$ cat src/rtl/fetch_pkg.sv
// Shared types and constants for the instruction fetch stage.
package fetch_pkg;
   localparam int              XLEN             = 32;
   localparam int              INSTR_BYTES      = 4;
   localparam logic [XLEN-1:0] DEFAULT_RESET_PC = 32'h0000_0000;
   localparam logic [XLEN-1:0] NOP_INSTR        = 32'h0000_0013;

   typedef struct packed {
      logic [XLEN-1:0] pc;
      logic [XLEN-1:0] instr;
   } fetch_entry_t;
endpackage

$ cat src/rtl/fetch_fifo.sv
// DEPTH-entry FIFO of fetch entries; the head entry is read straight from storage flops.
module fetch_fifo
   import fetch_pkg::*;
#(
   parameter  int DEPTH = 2,
   localparam int CW    = $clog2(DEPTH + 1)
) (
   input  logic         clk,
   input  logic         rst_n,
   input  logic         push,
   input  fetch_entry_t push_data,
   input  logic         pop,
   input  logic         flush,
   output logic [CW-1:0] count,
   output fetch_entry_t head
);
   localparam int PW = (DEPTH > 1) ? $clog2(DEPTH) : 1;

   fetch_entry_t  mem [DEPTH];
   logic [PW-1:0] rd_ptr, wr_ptr;
   logic          do_push, do_pop;

   function automatic logic [PW-1:0] bump(input logic [PW-1:0] p);
      return (p == PW'(DEPTH - 1)) ? '0 : p + PW'(1);
   endfunction

   assign do_push = push && (count != CW'(DEPTH));
   assign do_pop  = pop && (count != '0);
   assign head    = mem[rd_ptr];

   always_ff @(posedge clk or negedge rst_n) begin
      if (!rst_n) begin
         rd_ptr <= '0;
         wr_ptr <= '0;
         count  <= '0;
         for (int i = 0; i < DEPTH; i++) mem[i] <= '0;
      end else if (flush) begin
         rd_ptr <= '0;
         wr_ptr <= '0;
         count  <= '0;
      end else begin
         if (do_push) begin
            mem[wr_ptr] <= push_data;
            wr_ptr      <= bump(wr_ptr);
         end
         if (do_pop) rd_ptr <= bump(rd_ptr);
         count <= count + CW'(do_push) - CW'(do_pop);
      end
   end
endmodule

$ cat src/rtl/instr_fetch_unit.sv
// Fetch stage: owns the PC, issues credit-limited imem requests, buffers responses for decode.
module instr_fetch_unit
   import fetch_pkg::*;
#(
   parameter logic [XLEN-1:0] RESET_PC = DEFAULT_RESET_PC,
   parameter int              DEPTH    = 2
) (
   input  logic            clk,
   input  logic            rst_n,
   input  logic            redirect_valid,
   input  logic [XLEN-1:0] redirect_pc,
   output logic            imem_req,
   output logic [XLEN-1:0] imem_addr,
   input  logic            imem_gnt,
   input  logic            imem_rvalid,
   input  logic [XLEN-1:0] imem_rdata,
   output logic            id_valid,
   output logic [XLEN-1:0] id_pc,
   output logic [XLEN-1:0] id_instr,
   input  logic            id_ready
);
   localparam int CW = $clog2(DEPTH + 1);

   logic [XLEN-1:0] fetch_pc;
   logic [CW-1:0]   inflight, occ, discard, discard_next, inflight_after;
   logic            gnt_fire, rsp_fire, buf_push, id_pop;
   fetch_entry_t    tag_in, tag_head, buf_in, buf_head;
   logic            unused_tag_instr;

   // Gated by rst_n so the request drops the instant reset asserts.
   assign imem_req  = rst_n && ((CW+1)'(inflight) + (CW+1)'(occ) < (CW+1)'(DEPTH));
   assign imem_addr = fetch_pc;

   assign gnt_fire       = imem_req & imem_gnt;
   assign rsp_fire       = imem_rvalid & (inflight != '0);
   assign buf_push       = rsp_fire & (discard == '0) & ~redirect_valid;
   assign id_pop         = id_valid & id_ready;
   assign inflight_after = inflight + CW'(gnt_fire) - CW'(rsp_fire);

   // After a redirect every request still outstanding is wrong-path, stale or not.
   always_comb begin
      discard_next = discard;
      if (rsp_fire && discard != '0) discard_next = discard - CW'(1);
      if (redirect_valid)            discard_next = inflight_after;
   end

   always_ff @(posedge clk or negedge rst_n) begin
      if (!rst_n) begin
         fetch_pc <= RESET_PC;
         discard  <= '0;
      end else begin
         discard <= discard_next;
         if (redirect_valid)  fetch_pc <= redirect_pc;
         else if (gnt_fire)   fetch_pc <= fetch_pc + XLEN'(INSTR_BYTES);
      end
   end

   // Tag queue: one PC per granted request; its occupancy is the in-flight count.
   assign tag_in           = '{pc: fetch_pc, instr: NOP_INSTR};
   assign unused_tag_instr = ^tag_head.instr;

   fetch_fifo #(.DEPTH(DEPTH)) u_tag_q (
      .clk       (clk),
      .rst_n     (rst_n),
      .push      (gnt_fire),
      .push_data (tag_in),
      .pop       (rsp_fire),
      .flush     (1'b0),
      .count     (inflight),
      .head      (tag_head)
   );

   assign buf_in = '{pc: tag_head.pc, instr: imem_rdata};

   fetch_fifo #(.DEPTH(DEPTH)) u_ibuf (
      .clk       (clk),
      .rst_n     (rst_n),
      .push      (buf_push),
      .push_data (buf_in),
      .pop       (id_pop),
      .flush     (redirect_valid),
      .count     (occ),
      .head      (buf_head)
   );

   assign id_valid = (occ != '0);
   assign id_pc    = buf_head.pc;
   assign id_instr = buf_head.instr;

   a_rvalid_needs_inflight: assert property (@(posedge clk) disable iff (!rst_n)
      imem_rvalid |-> inflight != '0);
endmodule

$ cat config.mk
export PLATFORM = sky130hd
export DESIGN_NAME = instr_fetch_unit
export DESIGN_NICKNAME = d
export VERILOG_FILES = /design/src/rtl/fetch_pkg.sv /design/src/rtl/fetch_fifo.sv /design/src/rtl/instr_fetch_unit.sv
export SDC_FILE = /design/constraint.sdc
export NUM_CORES = 1
export LEC_CHECK = 0
export ABC_AREA = 1
export CORE_MARGIN = 1
export CORE_UTILIZATION = 35
export DETAILED_ROUTE_END_ITERATION = 16
export GPL_ROUTABILITY_DRIVEN = 0
export SLEW_MARGIN = 20
export SYNTH_ARGS = -nofsm -noshare
export SYNTH_HDL_FRONTEND = slang
export SYNTH_SLANG_ARGS = --single-unit
$ cat constraint.sdc
create_clock -name clk -period 3.9 [get_ports clk]
set_input_delay 0.78 -clock clk [delete_from_list [all_inputs] [get_ports clk]]
set_output_delay 0.78 -clock clk [all_outputs]
set_load 0.02 [all_outputs]
== After elaboration in Yosys (flattened, before gate mapping) ==
Cells that the tools add are included.

* Add/subtract/negate cells: 13
* Magnitude comparators: 7
* Equality and inequality tests: 2
* Mux-type cells: 25
* Bitwise operators: 10
* Reduce and logical (&&, ||, !) cells: 17

{| class="wikitable"
|+ Operators with widths
! operator !! count
|-
| $mux 64 || 8
|-
| $bwmux 128 || 2
|-
| $demux 64 s1 || 2
|-
| $mux 32 || 2
|-
| $add 32x3->32 const B || 1
|-
| $reduce_bool 2->1 || 7
|-
| $ge 2x2->1 const B || 4
|-
| $logic_and 1x1->1 || 8
|-
| $mux 1 || 8
|-
| $not 1->2 || 4
|-
| $add 2x1->2 || 3
|-
| $mux 2 || 3
|-
| $sub 2x1->2 || 3
|-
| $and 1x1->1 || 5
|-
| $add 1x1->1 const B || 4
|-
| $lt 2x1->1 const B || 2
|-
| $ne 2x2->1 const B || 2
|-
| $add 2x2->3 || 1
|-
| $lt 3x2->1 const B || 1
|-
| $logic_not 2->1 || 1
|-
| $reduce_and 2->1 || 1
|-
| $sub 2x1->2 const B || 1
|-
| $not 1->1 || 1
|}

* Register bits after elaboration: 298

== Depth between registers and ports, before layout ==
* Depth after elaboration: 8
* Mapped depth: 11
* Gate-level depth less buffers: 11

== Modules after synthesis ==
Synthesis repeated with hierarchy kept, for this count alone.

* Cells, all modules: 2,008
* Area total of the unflattened synthesis: 15,237.1 µm²

{| class="wikitable"
|+ By module, submodules not included
! module !! instances !! cells an instance !! area an instance (µm²) !! seq. area each (µm²)
|-
| fetch_fifo || 2 || 809 || 6,353.6 || 3,303.2
|-
| instr_fetch_unit || 1 || 390 || 2,529.9 || 850.8
|}

== Worst setup path before layout ==
No wires, ideal clock.

* Path type: register -> register
* From: register u_tag_q.count[0]
* To: register u_tag_q.mem[48] in the netlist's numbering
* Library setup time: 0.130 ns
* Data arrival time: 2.126 ns
* Data required time: 3.770 ns
* Path slack: 1.644 ns
* Stages on the path, launching flop included: 11
* Path buffers: 1
* Clock period less this slack: 2.256 ns
* Cell sequence: dfrtp_1 nand2_1 inv_1 fa_1 nor3_2 nand2_2 a21oi_2 nand2_1 clkbuf_1 nand2_1 o21ai_0

* Word-level cells in the longest chain between the ends: 5
* Elaborated cells on any way between the ends: 6
* Those cells by class: add/sub: 1; order compare: 1; eq/ne: 1; bitwise: 1; reduce/logical: 2

{| class="wikitable"
|+ RTL lines
! what !! line !! RTL
|-
| start, declared || fetch_fifo.sv:14 || <nowiki>output logic [CW-1:0] count,</nowiki>
|-
| start signal, assigned || fetch_fifo.sv:47 || <nowiki>count <= count + CW'(do_push) - CW'(do_pop);</nowiki>
|-
| $add 2x2->3 || instr_fetch_unit.sv:31 || <nowiki>assign imem_req = rst_n && ((CW+1)'(inflight) + (CW+1)'(occ) < (CW+1)'(DEPTH));</nowiki>
|-
| $lt 3x2->1 || instr_fetch_unit.sv:31 ||
|-
| $logic_and 1x1->1 || instr_fetch_unit.sv:31 ||
|-
| net imem_req || instr_fetch_unit.sv:12 || <nowiki>output logic imem_req,</nowiki>
|-
| $and 1x1->1 || instr_fetch_unit.sv:34 || <nowiki>assign gnt_fire = imem_req & imem_gnt;</nowiki>
|-
| $logic_and 1x1->1 || fetch_fifo.sv:27 || <nowiki>assign do_push = push && (count != CW'(DEPTH));</nowiki>
|-
| end signal, assigned by index || fetch_fifo.sv:43 || <nowiki>mem[wr_ptr] <= push_data;</nowiki>
|-
| end, declared || fetch_fifo.sv:19 || <nowiki>fetch_entry_t mem [DEPTH];</nowiki>
|}

The timed path passes the listed nets, and every way through them passes these cells.
A chain may end at the register's enable or synchronous reset.

== Worst setup path after layout ==
* From: register u_tag_q.count[1]
* To: output imem_req

* Word-level cells in the longest chain between the ends: 3

{| class="wikitable"
|+ RTL lines
! what !! line
|-
| $add 2x2->3 || instr_fetch_unit.sv:31
|-
| $lt 3x2->1 || instr_fetch_unit.sv:31
|-
| $logic_and 1x1->1 || instr_fetch_unit.sv:31
|-
| end, declared || instr_fetch_unit.sv:12
|}

Every way passes these cells.

==> key figures <==
Timing
  • Setup-violating endpoint count in the final report: 0
  • Clock skew: roughly 18 ps
  • RSZ-0062 raised after global routing: false
  • Fmax: between 300 and 400 MHz
  • Hold WS: a little over 400 ps
  • Max Slew Vio Count: 0
  • Relative slew margins: 0.374
  • Crit path time final: ~3300 ps
  • Worst-margin pin slew: between 900 and 1000 ps
  • Setup_tns: 0 ps
  • Fin. Hold Viols: 0
  • Final period util: 0.847

Die
  • Core area: ~0.03 sq mm
  • Die height: about 180 um
  • FP Rows: between 60 and 70
  • Die area: roughly 0.032 sq mm
  • Initial Util: 0.359
  • Die Width: 180 um
  • # IOs: approximately 170

Yosys
  • Seq/Total Area, Yosys: 0.527
  • Yosys top cell area share: 0.527
  • Multiplexer share of the synthesized area: 0.0325
  • Post-Synth Simple-Gate Area: 0.231
  • Area fraction in compound gates after synthesis: 0.113
  • Largest family of logic cells by synthesized area: simple AND/OR/NAND/NOR gates
  • Adder-cell share of the synthesized area: 0.00969
  • Top-count cell post-synth: nand2_1
  • Synth warn: 0
  • Synthesized area: 0.0111 sq mm
  • Post-Synth XOR/XNOR Area: 0.00710
  • Syn avg cell area: between 8 and 9 sq um
  • Leading area contributor after synthesis: dfrtp_1
  • Mapped Nets: about 1,500
  • Post-synth ARST share: 1.00
  • Synth top area cells: dfrtp_1, nand2_1, o21ai_0
  • EDFF count, synth: 0
  • Synth cell types: 36
  • Post-synth top cells: nand2_1, dfrtp_1, o21ai_0
  • Most used DFF post-synth: dfrtp_1
  • Flops & latches, synth: 234
  • Post-Synthesis Cells: roughly 1,400

Clock network
  • CTS tree: yes
  • Root Buffer: clkbuf_16
  • Clock sink total: around 230
  • Worst-Skew Late Latency: between 500 and 600 ps
  • PostCTS Resize Cnt: 0
  • H-tree depth: 1
  • Post-CTS Hold Buffers: 0
  • Clock Path Buffers: 3
  • Postcts setup bufs: 0
  • Clock transition at path regs: 60 ps
  • Num CTS Buffers: 27

Setup path
  • Cells along the critical path: fa_1, nor3_2, clkdlybuf4s50_1
  • Reg2reg start: u_tag_q.count[1]$_DFF_PN0_
  • Crit-path max cell delay: between 600 and 700 ps
  • Crit path depth: 3
  • Count of buffer and inverter cells on the critical path: 1
  • Worst EP required: approximately 3100 ps
  • Crit Path Category: flop to output port
  • Reg2reg setup slack: approximately 1400 ps
  • Reg-to-reg endpoint: imem_addr[13]$_DFFE_PN0P_
  • Path depth of the worst reg2reg path: 8
  • Critical path's slowest cell: clkdlybuf4s50_1
  • Crit Path Max Fanout: 8
  • Critical Path Start Type: flop
  • Critical path capture point type: output port
  • Crit path DAT: 2520 ps
  • Worst path top cell family by delay: buffers and inverters

GRT
  • First-pass GRT wire length: approximately 47 mm
  • GRT Total Usage: 0.176
  • Largest net degree at the start of global routing: ~160
  • Grt ovf: 0
  • Initial antenna violation count: 0
  • Vias in the first global route: 8,738

Layout
  • Area growth from synthesis to final layout: 25.3%
  • Diode count: 0
  • Nets: 1,591
  • Filler cell count: slightly above 3,000
  • Proportion of layout cells with a drive suffix above 1: 0.0770
  • Design area: between 0.01 and 0.015 sq mm
  • Fin cells: ~1,900

Power and ir drop
  • Pwr dens: approximately 760 mW/mm^2
  • P_leak: ~6.7 nW
  • Max IR drop VDD: around 0.35 mV

Drt
  • Vias: between 9,000 and 10,000
  • Total Routed Length: between 20 and 30 mm
  • Antenna viol nets, final: 0
  • DR WL/cell: between 10 and 15 um
  • Vias per inst: ~4.7
  • DR DRC count: 0
  • Detailed Routing Iterations Pass 1: 6
  • Number of DRC markers in iteration 0: ~600

Placement
  • HPWL Detailed: 18.6 mm
  • Placed insts: between 1,500 and 2,000
  • # port buffers: 167
  • Placed Area: around 0.013 sq mm

Run
  • Max Cap Violations: 0

Worst hold path
  • Hold Crit Class: input port to async pin

Status
  • Outcome: finished clean
==> layout make-up <==
class / count / area, sq um / area share
Clock buffer: 40 / 815 / 0.0585
Inverter: 139 / 523 / 0.0376
Tap cell: 396 / 495 / 0.0356
Clock inverter: 8 / 71.3 / 0.00512
Multi-Input combinational cell: 932 / 4360 / 0.313
Sequential cell: 234 / 5860 / 0.421
Timing Repair Buffer: 179 / 1790 / 0.129
==> logic make-up after synthesis <==
group           after synthesis
flops                       234
buf+inv                     206
fa+ha+maj                     8
simple gates                647
mux                          32
compound gates              236
xor+xnor                      9
==> registers in the layout, indices dropped and copies added (netlist names), 2 cells and up <==
register,cells
discard,2
imem_addr,32
u_ibuf.count,2
u_ibuf.mem,128
u_tag_q.count,2
u_tag_q.mem,64
==> metal layers <==
metal | routed length, um | GRT usage | up-vias | share of wire
met5 | 0 | 0 | - | 0
met1 | 14500 | 0.269 | 4211 | 0.51
li1 | - | - | 4589 | -
met2 | 11600 | 0.264 | 267 | 0.41
met4 | 484 | 0.0315 | 0 | 0.017
met3 | 1640 | 0.0281 | 34 | 0.058
==> worst max path at each step <==
stage	startpoint	endpoint	slack, ps
final	u_tag_q.count[1]$_DFF_PN0_	imem_req	600
after global routing	u_tag_q.count[1]$_DFF_PN0_	imem_req	500
after CTS	u_tag_q.count[1]$_DFF_PN0_	imem_req	580
after detailed placement	redirect_valid	u_ibuf.mem[69]$_DFFE_PN0P_	1020
after global placement	u_ibuf.rd_ptr$_DFFE_PN0P_	id_instr[23]	960
after floorplan	u_tag_q.count[0]$_DFF_PN0_	u_tag_q.mem[48]$_DFFE_PN0P_	1640
==> metrics by stage <==
| step | total power (W) | util | worst slack [ps] |
|---|---|---|---|
| floorplan | 0.00650 | - | 1640 |
| global placement | 0.00808 | 0.422 | 963 |
| detailed placement | 0.00817 | 0.422 | 1020 |
| CTS | 0.0107 | 0.450 | 581 |
| global route | 0.0114 | 0.450 | 501 |
| finish | 0.0106 | 0.450 | 599 |
==> cells in the final DEF (no fill, tap or decap), types with 2 or more instances in the layout <==
cell type / synthesis / final
o211ai_1: 5 / 5
buf_4: 0 / 10
nor2_8: 2 / 2
o21ai_0: 165 / 165
clkbuf_16: 0 / 27
inv_1: 135 / 134
clkdlybuf4s50_1: 0 / 166
o21ai_2: 9 / 9
ha_1: 7 / 7
dfrtp_1: 234 / 232
clkbuf_8: 0 / 9
o21ai_1: 49 / 49
xnor2_1: 2 / 2
dfrtp_2: 0 / 2
mux2_2: 32 / 32
nand2_2: 4 / 5
nor2_1: 42 / 42
inv_2: 2 / 3
clkinv_2: 1 / 7
xor2_1: 7 / 7
nand3_1: 52 / 52
clkbuf_1: 32 / 4
buf_12: 0 / 2
a21oi_1: 3 / 3
nand2_1: 539 / 538
and2_1: 2 / 2
==> where the power goes <==
part | internal [W] | switching (W)
clock network | 0.00150 | 0.000971
logic | 0.00172 | 0.00231
registers | 0.00343 | 0.000650
total | 0.00665 | 0.00393
Power figures use the tool's default switching activity.
